`src/rtl/uart_csr_pkg.sv`:
```
// rtl/uart_csr_pkg.sv - register map, reset values and field layouts for the UART CSR bank
package uart_csr_pkg;

   localparam logic [2:0] OFF_BAUD    = 3'd0;
   localparam logic [2:0] OFF_CTRL    = 3'd1;
   localparam logic [2:0] OFF_STATUS  = 3'd2;
   localparam logic [2:0] OFF_IRQ_EN  = 3'd3;
   localparam logic [2:0] OFF_ERR_CNT = 3'd4;

   localparam int ST_BUSY     = 0;
   localparam int ST_PARITY   = 1;
   localparam int ST_FRAMING  = 2;
   localparam int ST_DATABITS = 3;

   localparam logic [15:0] BAUD_RST = 16'h0364;
   localparam logic [7:0]  CTRL_RST = 8'h08;

   typedef struct packed {
      logic       enable;
      logic       stop2;
      logic       parity_odd;
      logic       parity_en;
      logic [3:0] data_bits;
   } uart_ctrl_t;

   typedef struct packed {
      logic data_bits_err;
      logic framing_err;
      logic parity_err;
      logic busy;
   } uart_status_t;

   // Enables line up with STATUS[3:1]; bit 0 of the register is not stored.
   typedef struct packed {
      logic data_bits_err;
      logic framing_err;
      logic parity_err;
   } uart_irq_en_t;

   function automatic logic data_bits_illegal(input logic [3:0] n);
      return (n < 4'd5) || (n > 4'd8);
   endfunction

endpackage

```
`src/rtl/uart_csr_chan.sv`:
```
// rtl/uart_csr_chan.sv - one UART channel: config registers, sticky status, error counter, irq
module uart_csr_chan
   import uart_csr_pkg::*;
#(
   parameter int DATA_W      = 32,
   parameter int BAUD_W      = 16,
   parameter int CNT_W       = 8,
   parameter int CLR_ON_READ = 0
) (
   input  logic              clk_i,
   input  logic              rst_i,
   input  logic [DATA_W-1:0] wdata_i,
   input  logic              we_baud_i,
   input  logic              we_ctrl_i,
   input  logic              we_status_i,
   input  logic              we_irq_en_i,
   input  logic              we_cnt_i,
   input  logic              re_status_i,
   input  logic              parity_error_i,
   input  logic              framing_error_i,
   input  logic              busy_i,
   output logic [BAUD_W-1:0] baud_o,
   output uart_ctrl_t        ctrl_o,
   output uart_status_t      status_o,
   output uart_irq_en_t      irq_en_o,
   output logic [CNT_W-1:0]  cnt_o,
   output logic              irq_o
);

   logic [BAUD_W-1:0] baud_q, baud_d;
   uart_ctrl_t        ctrl_q, ctrl_d;
   uart_status_t      status_q, status_d;
   uart_irq_en_t      irq_en_q, irq_en_d;
   logic [CNT_W-1:0]  cnt_q, cnt_d;

   logic [2:0] err_clr, err_set, err_nxt, err_q;

   assign err_q = {status_q.data_bits_err, status_q.framing_err, status_q.parity_err};

   always_comb begin
      baud_d   = baud_q;
      ctrl_d   = ctrl_q;
      irq_en_d = irq_en_q;
      cnt_d    = cnt_q;
      err_clr  = '0;

      if (we_baud_i)   baud_d   = wdata_i[BAUD_W-1:0];
      if (we_ctrl_i)   ctrl_d   = uart_ctrl_t'(wdata_i[7:0]);
      if (we_irq_en_i) irq_en_d = uart_irq_en_t'(wdata_i[3:1]);

      if (CLR_ON_READ == 0) begin
         if (we_status_i) err_clr = wdata_i[3:1];
      end else if (re_status_i) begin
         err_clr = '1;
      end

      // Set is OR-ed after the clear so a same-cycle event always survives.
      err_set  = {data_bits_illegal(ctrl_q.data_bits), framing_error_i, parity_error_i};
      err_nxt  = (err_q & ~err_clr) | err_set;
      status_d = '{data_bits_err: err_nxt[2], framing_err: err_nxt[1],
                   parity_err: err_nxt[0], busy: busy_i};

      if (we_cnt_i)
         cnt_d = CNT_W'(parity_error_i);
      else if (parity_error_i && (cnt_q != '1))
         cnt_d = cnt_q + CNT_W'(1);
   end

   always_ff @(posedge clk_i) begin
      if (rst_i) begin
         baud_q   <= BAUD_W'(BAUD_RST);
         ctrl_q   <= uart_ctrl_t'(CTRL_RST);
         status_q <= '0;
         irq_en_q <= '0;
         cnt_q    <= '0;
      end else begin
         baud_q   <= baud_d;
         ctrl_q   <= ctrl_d;
         status_q <= status_d;
         irq_en_q <= irq_en_d;
         cnt_q    <= cnt_d;
      end
   end

   assign baud_o   = baud_q;
   assign ctrl_o   = ctrl_q;
   assign status_o = status_q;
   assign irq_en_o = irq_en_q;
   assign cnt_o    = cnt_q;
   assign irq_o    = |(err_q & irq_en_q);

endmodule

```
`src/rtl/uart_csr_bank.sv`:
```
// rtl/uart_csr_bank.sv - multi-channel UART CSR bank: address decode, read mux, registered read port
module uart_csr_bank
   import uart_csr_pkg::*;
#(
   parameter  int N_CH        = 4,
   parameter  int DATA_W      = 32,
   parameter  int BAUD_W      = 16,
   parameter  int CNT_W       = 8,
   parameter  int CLR_ON_READ = 0,
   localparam int ADDR_W      = $clog2(N_CH) + 3
) (
   input  logic                   clk,
   input  logic                   rst,
   input  logic [ADDR_W-1:0]      wr_addr,
   input  logic [DATA_W-1:0]      wr_data,
   input  logic                   wen,
   input  logic [ADDR_W-1:0]      rd_addr,
   input  logic                   ren,
   output logic [DATA_W-1:0]      rd_data,
   output logic                   rd_valid,
   input  logic [N_CH-1:0]        parity_error,
   input  logic [N_CH-1:0]        framing_error,
   input  logic [N_CH-1:0]        busy,
   output logic [N_CH*BAUD_W-1:0] baud_div,
   output logic [N_CH*8-1:0]      ctrl,
   output logic [N_CH-1:0]        irq,
   output logic                   irq_any
);

   logic [ADDR_W-1:0] wr_ch, rd_ch;
   logic [2:0]        wr_off, rd_off;

   assign wr_ch  = wr_addr >> 3;
   assign rd_ch  = rd_addr >> 3;
   assign wr_off = wr_addr[2:0];
   assign rd_off = rd_addr[2:0];

   logic [BAUD_W-1:0] baud_arr [N_CH];
   uart_ctrl_t        ctrl_arr [N_CH];
   uart_status_t      st_arr   [N_CH];
   uart_irq_en_t      en_arr   [N_CH];
   logic [CNT_W-1:0]  cnt_arr  [N_CH];

   // Channel indices at or above N_CH never match, so such accesses fall through.
   for (genvar i = 0; i < N_CH; i++) begin : g_ch
      logic wsel, rsel;
      assign wsel = wen && (wr_ch == ADDR_W'(i));
      assign rsel = ren && (rd_ch == ADDR_W'(i));

      uart_csr_chan #(
         .DATA_W      (DATA_W),
         .BAUD_W      (BAUD_W),
         .CNT_W       (CNT_W),
         .CLR_ON_READ (CLR_ON_READ)
      ) u_chan (
         .clk_i           (clk),
         .rst_i           (rst),
         .wdata_i         (wr_data),
         .we_baud_i       (wsel && (wr_off == OFF_BAUD)),
         .we_ctrl_i       (wsel && (wr_off == OFF_CTRL)),
         .we_status_i     (wsel && (wr_off == OFF_STATUS)),
         .we_irq_en_i     (wsel && (wr_off == OFF_IRQ_EN)),
         .we_cnt_i        (wsel && (wr_off == OFF_ERR_CNT)),
         .re_status_i     (rsel && (rd_off == OFF_STATUS)),
         .parity_error_i  (parity_error[i]),
         .framing_error_i (framing_error[i]),
         .busy_i          (busy[i]),
         .baud_o          (baud_arr[i]),
         .ctrl_o          (ctrl_arr[i]),
         .status_o        (st_arr[i]),
         .irq_en_o        (en_arr[i]),
         .cnt_o           (cnt_arr[i]),
         .irq_o           (irq[i])
      );

      assign baud_div[i*BAUD_W +: BAUD_W] = baud_arr[i];
      assign ctrl[i*8 +: 8]               = ctrl_arr[i];
   end

   logic [DATA_W-1:0] rd_mux;

   always_comb begin
      rd_mux = '0;
      for (int i = 0; i < N_CH; i++) begin
         if (rd_ch == ADDR_W'(i)) begin
            case (rd_off)
               OFF_BAUD:    rd_mux = DATA_W'(baud_arr[i]);
               OFF_CTRL:    rd_mux = DATA_W'(ctrl_arr[i]);
               OFF_STATUS:  rd_mux = DATA_W'(st_arr[i]);
               OFF_IRQ_EN:  rd_mux = DATA_W'({en_arr[i], 1'b0});
               OFF_ERR_CNT: rd_mux = DATA_W'(cnt_arr[i]);
               default:     rd_mux = '0;
            endcase
         end
      end
   end

   logic [DATA_W-1:0] rd_data_q, rd_data_d;
   logic              rd_valid_q;

   assign rd_data_d = ren ? rd_mux : rd_data_q;

   always_ff @(posedge clk) begin
      if (rst) begin
         rd_data_q  <= '0;
         rd_valid_q <= 1'b0;
      end else begin
         rd_data_q  <= rd_data_d;
         rd_valid_q <= ren;
      end
   end

   assign rd_data  = rd_data_q;
   assign rd_valid = rd_valid_q;
   assign irq_any  = |irq;

endmodule

```
`config.mk`:
```
export PLATFORM = sky130hd
export DESIGN_NAME = uart_csr_bank
export DESIGN_NICKNAME = d
export VERILOG_FILES = /design/src/rtl/uart_csr_pkg.sv /design/src/rtl/uart_csr_chan.sv /design/src/rtl/uart_csr_bank.sv
export SDC_FILE = /design/constraint.sdc
export NUM_CORES = 1
export LEC_CHECK = 0
export CAP_MARGIN = 20
export CORE_UTILIZATION = 30
export DETAILED_ROUTE_END_ITERATION = 6
export GPL_ROUTABILITY_DRIVEN = 1
export GPL_TIMING_DRIVEN = 0
export PLACE_DENSITY = 0.61
export SLEW_MARGIN = 5
export SYNTH_ARGS = -nofsm -noshare
export SYNTH_HDL_FRONTEND = slang
export SYNTH_SLANG_ARGS = --single-unit
```
`constraint.sdc`:
```
create_clock -name clk -period 1.8 [get_ports clk]
set_clock_uncertainty 0.15 [all_clocks]
set_input_delay 0.18 -clock clk [delete_from_list [all_inputs] [get_ports clk]]
set_output_delay 0.18 -clock clk [all_outputs]
set_load 0.1 [all_outputs]
```
==> results of run 1 <==
worst max-delay path, delay by kind of cell, from the launching register on:
kind	cells	cell delay, ns
compound gates	1	0.17
buf+inv	1	0.18
flops	1	0.33
simple gates	2	0.65
layout make-up:
class | count | area (um2)
fillers | 2742 | 15700
multi-input cells | 776 | 4560
flip-flops and latches | 173 | 3500
repair buffers | 160 | 1660
plain buffers | 84 | 510
clock buffers | 19 | 443
well taps | 341 | 427
clock inverters | 13 | 150
inverters | 9 | 33.8
cells by family after synthesis:
kind of cell,after synthesis,synth area share (%)
AOI/OAI and AO/OA,209,14.7
xor gates and xnor gates,22,2.33
adders and majority gates,4,0.604
buffers and inverters,95,5.62
DFF,173,41.8
muxes,64,9.03
other,1,0.0453
and+or+nand+nor,461,25.9
worst max-delay path by stage:
stage,startpoint,end,slack (ns),cells after the start
2_1_floorplan,g_ch[2].u_chan.ctrl_o[3],rd_data[3],-0.08,4
3_5_place_dp,wr_addr[2],g_ch[3].u_chan.baud_o[13],-1.40,6
4_1_cts,g_ch[2].u_chan.status_o[2],irq_any,-0.35,4
5_1_grt,g_ch[1].u_chan.status_o[2],irq_any,-0.37,4
3_3_place_gp,wr_addr[2],g_ch[3].u_chan.baud_o[15],-1.33,6
6_report,g_ch[0].u_chan.irq_en_o[1],irq_any,-0.31,4
state kept, by name, summed over array words and instances (netlist names):
register and flops:
g_ch.u_chan.baud_o 64, g_ch.u_chan.cnt_o 32, g_ch.u_chan.ctrl_o 32, g_ch.u_chan.irq_en_o 12, g_ch.u_chan.status_o 16, rd_data 16
rd_valid 1
per-layer routing:
layer	up-vias	routed length [um]	global-route usage, %
li1	3927	-	-
met1	4054	14200	29.9
met2	434	15900	39.1
met3	58	3340	7.87
met4	0	913	8.10
met5	-	0	0
repair_timing:
item                       CTS  global route
setup endpoints to repair  249           128
pin swaps                   11             7
hold buffers                 0             0
resized for setup          435            62
buffers inserted            11             2
metrics by stage:
step                instance area (um2)  TNS (ns)
global route                      11300    -0.386
global placement                  10300   -131.40
CTS                               11200    -0.346
detailed placement                10300   -134.91
finish                            11300    -0.308
floorplan                          8380   -0.0813
power breakdown:
part	switching [mW]	internal [mW]	total (mW)	leakage (nW)
Combinational	0.910	0.351	1.26	2.46
Sequential	0.0791	3.90	3.98	1.41
Clock	1.79	2.01	3.80	0.285
cell usage in the layout, fill, tap and decap left out, types with 4 or more instances in the layout:
cell,instances
o22ai_1,6
nor3_1,16
a211oi_1,6
clkdlybuf4s50_1,25
a31oi_1,10
inv_8,4
clkbuf_1,26
buf_4,38
mux4_2,8
conb_1,16
nand2_1,210
mux2i_1,49
clkbuf_2,15
clkdlybuf4s18_2,8
nand4_1,15
dfxtp_2,33
clkbuf_16,17
xor2_1,5
a211o_1,6
nand3b_1,23
dfxtp_1,140
o211ai_1,8
clkbuf_4,5
nor2_1,95
a22oi_2,4
xnor2_1,17
a21oi_1,114
o21ai_0,28
clkdlybuf4s15_2,96
buf_2,18
inv_1,9
nand2b_1,5
nand3_1,38
mux2_2,6
nor2b_1,19
nand2_2,6
buf_6,5
==> metrics.yaml, run 1 <==
grt:
  antenna_found_initial: 0
  grt_max_degree: 18
  grt_remaining_overflow: 0
  grt_pass1_vias: 7877
  grt_pass1_wl_um: 49900
  grt_use_total_pct: 24.0
min_path:
  hold_path.class: "primary input to flip-flop"
  min_to: "g_ch[0].u_chan.ctrl_o[2]"
  hold_depth: 3
  min_from: "wr_data[2]"
run:
  max_cap_viol_count: 0
setup_path:
  critical_path.cell_chain: "a22oi_2 > nand2_1 > or4_4 > buf_12"
  cpMaxStageDelayCell: "or4_4"
  timing.rr.end: "g_ch[2].u_chan.cnt_o[7]"
  crit_type: "flip-flop to output pin"
  r2r_slack_ns: 0.08
  slowest_delay_ns: 0.55
  endpoint_kind: "output pin"
  ff2ff_path_depth: 6
  crit_required_ns: 1.47
  crit_arrival_ns: 1.78
  r2r_start: "g_ch[2].u_chan.cnt_o[1]"
  start_kind: "flip-flop"
  crit_fanout: 2
power:
  peakVddDrop_v: 0.000604
  p_total_mw: 9.04
  p_per_area_mw_per_mm2: 801
  leakagePower_nw: 4.15
yosys:
  synth-seq-area-share_pct: 41.8
  synthArstFlopShare_pct: 0
  synthTopCellsByArea: "dfxtp_1, nand2_1, a21oi_1, mux2i_1, nor2_1"
  postSynthCellCount: 1029
  synth_ff_type: "dfxtp_1"
  synth-seq-cells: 173
  yosysTopAreaCellShare_pct: 41.8
  synth_top_area_cell: "dfxtp_1"
  syn_area_per_cell_um2: 8.05
  ys_top_cells_by_count: "nand2_1, dfxtp_1, a21oi_1"
  yosysMostFrequentCell: "nand2_1"
  ys.warnings.count: 0
  synth_edf_count: 0
  ys_types: 60
  synth_area_mm2: 0.00828
timing:
  tightestPinTransition_ns: 0.727
  fin_crit_ns: 2.11
  slew_headroom_pct: 51.5
  fmax_mhz: 474
  hold_violations: 0
  holdWs_ns: 0.0204
  finalSetupViolCount: 1
  period_share_pct: 117
  rsz0062_at_grt: "yes"
  drv_slew: 0
  setup_ws_ns: -0.308
finish:
  drive_above_1_share_pct: 25.0
  utilization_pct: 41.8
  nets: 1283
  syn_to_final_growth_pct: 36.3
  diodes: 0
  final_cells: 1575
die:
  pin_count: 192
  die_area_mm2: 0.0283
  core_mm2: 0.0270
  die_w_um: 168
  chipHeight_um: 168
  initial_core_util_pct: 30.7
  num_rows: 60
run_status:
  status: "finished, violations left"
  violations: "setup timing"
cts:
  clk_pin_slew_worst_paths_ns: 0.08
  clockBufferDepth: 2
  numCtsBuffers: 17
  clock_sinks: 173
  htree_levels: 4
  root_buffer: "clkbuf_16"
  cts_tree: "done"
  worstSkewPairLatency_ns: 0.44
drt:
  drt-pass1-iter-count: 5
  wl_um: 34400
  drc_errors: 0
  drtIter0Drc: 801
  postRouteAntennaNets: 0
  wire_per_inst_um: 21.8
  via_per_inst: 5.38
  vias: 8473
placement:
  gp_congestion: 0.953
  numPortBuffers: 147
  hpwlAfterDp_um: 25300
  dp.cells: 1532
  dp_slack_ns: -1.40
No activity file was read; power rests on OpenSTA's default activity.
==> inputs of run 2 (changes only) <==
--- a/config.mk
+++ b/config.mk
@@ -5,12 +5,13 @@
 export SDC_FILE = /design/constraint.sdc
 export NUM_CORES = 1
 export LEC_CHECK = 0
+export ABC_CLOCK_PERIOD_IN_PS = 1800
 export CAP_MARGIN = 20
-export CORE_UTILIZATION = 30
+export CORE_UTILIZATION = 40
 export DETAILED_ROUTE_END_ITERATION = 6
 export GPL_ROUTABILITY_DRIVEN = 1
 export GPL_TIMING_DRIVEN = 0
-export PLACE_DENSITY = 0.61
+export PLACE_DENSITY = 0.76
 export SLEW_MARGIN = 5
 export SYNTH_ARGS = -nofsm -noshare
 export SYNTH_HDL_FRONTEND = slang
==> run 2 against run 1 <==
  * The flow still finishes with violations (setup timing)
  * Fmax fell by 1.7%
  * Register-to-register slack better by 0.03 ns
  * Final cell count down 4.4%
  * Sequential cell count unchanged
  * Via count is 1.6% higher
  * Non-clock buffer count up 1
  * Global-route usage rose by 6.4 points
  * Clock power down 4%
  * Wire length decreased by 5.8%
==> metrics.yaml, run 2 (synthesis gave the netlist of run 1 again) <==
timing:
  setup_ws_ns: -0.344  # -0.0364 ns
  setup_tns_ns: -0.525  # -0.218 ns
  fmax_mhz: 466  # -1.7%
  slew_headroom_pct: 50.7  # -0.86 points
  fin_crit_ns: 2.14  # +0.0364 ns
  tightestPinTransition_ns: 0.738  # +0.0111 ns
  finalSetupViolCount: 9  # +8
  period_share_pct: 119  # +2.0 points
  hold_violations: 0  # unchanged
  drv_slew: 0  # unchanged
  rsz0062_at_grt: "yes"
drt:
  postRouteAntennaNets: 0  # unchanged
  via_per_inst: 5.72  # +6.3%
  wl_um: 32400  # -5.8%
  wire_per_inst_um: 21.5  # -1.4%
  drc_errors: 0  # unchanged
  drt-pass1-iter-count: 7  # +2
  vias: 8606  # +1.6%
  drtIter0Drc: 1018  # +27%
placement:
  place_area_mm2: 0.0102  # -0.86%
  gp_congestion: 0.973  # +2.1%
  dp_slack_ns: -1.30  # +0.104 ns
  numPortBuffers: 147  # unchanged
  hpwlAfterDp_um: 23400  # -7.6%
cts:
  clockBufferDepth: 2  # unchanged
  clk_pin_slew_worst_paths_ns: 0.08  # about the same
  root_buffer: "clkbuf_16"
  htree_levels: 4  # unchanged
  numCtsBuffers: 17  # unchanged
  cts_tree: "done"
  worstSkewPairLatency_ns: 0.45  # about the same
  clock_sinks: 173  # unchanged
die:
  core_mm2: 0.0203  # -25%
  die_area_mm2: 0.0213  # -25%
  num_rows: 52  # -13%
  pin_count: 192  # unchanged
  die_w_um: 146  # -13%
  initial_core_util_pct: 40.8  # +10 points
  chipHeight_um: 146  # -13%
finish:
  final_common_cell: "nand2_1"
  drive_above_1_share_pct: 24.7  # -0.34 points
  syn_to_final_growth_pct: 35.3
  largest_reg_flops: 64  # unchanged
  final_cell_mix: "nand2_1, dfxtp_1, a21oi_1"
  nets: 1284  # +0.078%
  final_cell_area_mm2: 0.0112  # -0.75%
  diodes: 0  # unchanged
  nFillCells: 1872  # -32%
grt:
  use_met2_pct: 48.6  # +9.5 points
  grt-busiest-layer: "met2"
  antenna_found_initial: 0  # unchanged
  grt_pass1_wl_um: 48500  # -2.9%
  grt_max_degree: 18  # unchanged
  use_met1_pct: 37.6  # +7.8 points
  grt_use_total_pct: 30.4  # +6.4 points
  grt_remaining_overflow: 0  # unchanged
  grt_pass1_vias: 8129  # +3.2%
  grtUsageMet3_pct: 8.03  # +0.15 points
run_status:
  status: "finished, violations left"
  violations: "setup timing"
setup_path:
  slowest_delay_ns: 0.55  # about the same
  crit_arrival_ns: 1.81  # +0.03 ns
  ff2ff_path_depth: 6  # unchanged
  crit_fanout: 2  # unchanged
  critical_path.cell_chain: "a22oi_2 > nand2_2 > or4_4 > buf_12"
  start_kind: "flip-flop"
  endpoint_kind: "output pin"
  crit_required_ns: 1.47  # about the same
  cpMaxStageDelayCell: "or4_4"
  crit_type: "flip-flop to output pin"
power:
  pwr-share-comb_pct: 14.1  # +0.2 points
  peakVddDrop_v: 0.000566  # -6.4%
  switchingPower_mw: 2.73  # -1.8%
  leakagePower_nw: 4.13  # -0.49%
  seqPwrFrac_pct: 44.7  # +0.7 points
  internal-power_mw: 6.14  # -1.8%
  power.share.clock_pct: 41.2  # -0.9 points
  p_per_area_mw_per_mm2: 792  # -1.1%
  swShare_pct: 30.8  # about the same
  p_total_mw: 8.88  # -1.8%
min_path:
  hold_path.class: "primary input to flip-flop"
  hold_depth: 3  # unchanged
run:
  max_cap_viol_count: 0  # unchanged
[run 2: final cells by class]
type	instances	area (um2)	area share (%)
Tap cell	270	338	3.01
Clock inverter	13	125	1.12
Buffer	82	488	4.35
Sequential cell	173	3500	31.3
Clock buffer	19	453	4.04
Timing Repair Buffer	163	1730	15.5
Multi-Input combinational cell	776	4530	40.4
Inverter	9	33.8	0.301
[run 2: worst paths after layout]
path	startpoint	to	slack, ns
worst max-delay path	g_ch[1].u_chan.status_o[2]	irq_any	-0.34
worst min-delay path	wr_data[2]	g_ch[0].u_chan.ctrl_o[2]	0.04
worst min register to register	g_ch[2].u_chan.baud_o[7]	g_ch[2].u_chan.baud_o[7]	0.32
worst max register to register	g_ch[2].u_chan.cnt_o[1]	g_ch[2].u_chan.cnt_o[7]	0.11
[run 2: what timing repair did]
action	CTS	global route
pin swaps	12	3
setup buffers	14	1
endpoints found under the setup margin	248	118
endpoints found under the hold margin	2	0
resized for setup	424	56
hold buffers	1	0
[run 2: routing by layer]
layer	up-vias	part of all wire, %
li1	3924	-
met1	4080	40
met2	520	45
met3	82	11
met4	0	4.4
met5	-	0
[run 2: power groups by stage]
stage / Sequential, mW / Clock [mW] / Combinational [mW]
5_1_grt: 3.98 / 3.81 / 1.30
3_5_place_dp: 4.05 / 0 / 1.18
4_1_cts: 3.97 / 3.66 / 1.21
6_report: 3.97 / 3.66 / 1.25
2_1_floorplan: 4.24 / 0 / 0.616
3_3_place_gp: 4.05 / 0 / 1.18
[run 2: per-stage QoR]
stage                     hold slack, ns  std cells  utilization, %
after floorplan                    0.122       1044               -
after global placement             0.299       1461            50.2
after detailed placement           0.311       1461            50.2
after CTS                         0.0112       1504            54.8
after global routing              0.0524       1505            55.2
final                             0.0427       1505            55.2
[run 2: critical path, delay by kind of cell, from the launching register on]
kind | cells | cell delay [ns]
AO/OA/AOI/OAI | 1 | 0.19
buffers and inverters | 1 | 0.19
flip-flops | 1 | 0.34
AND/OR/NAND/NOR | 2 | 0.65
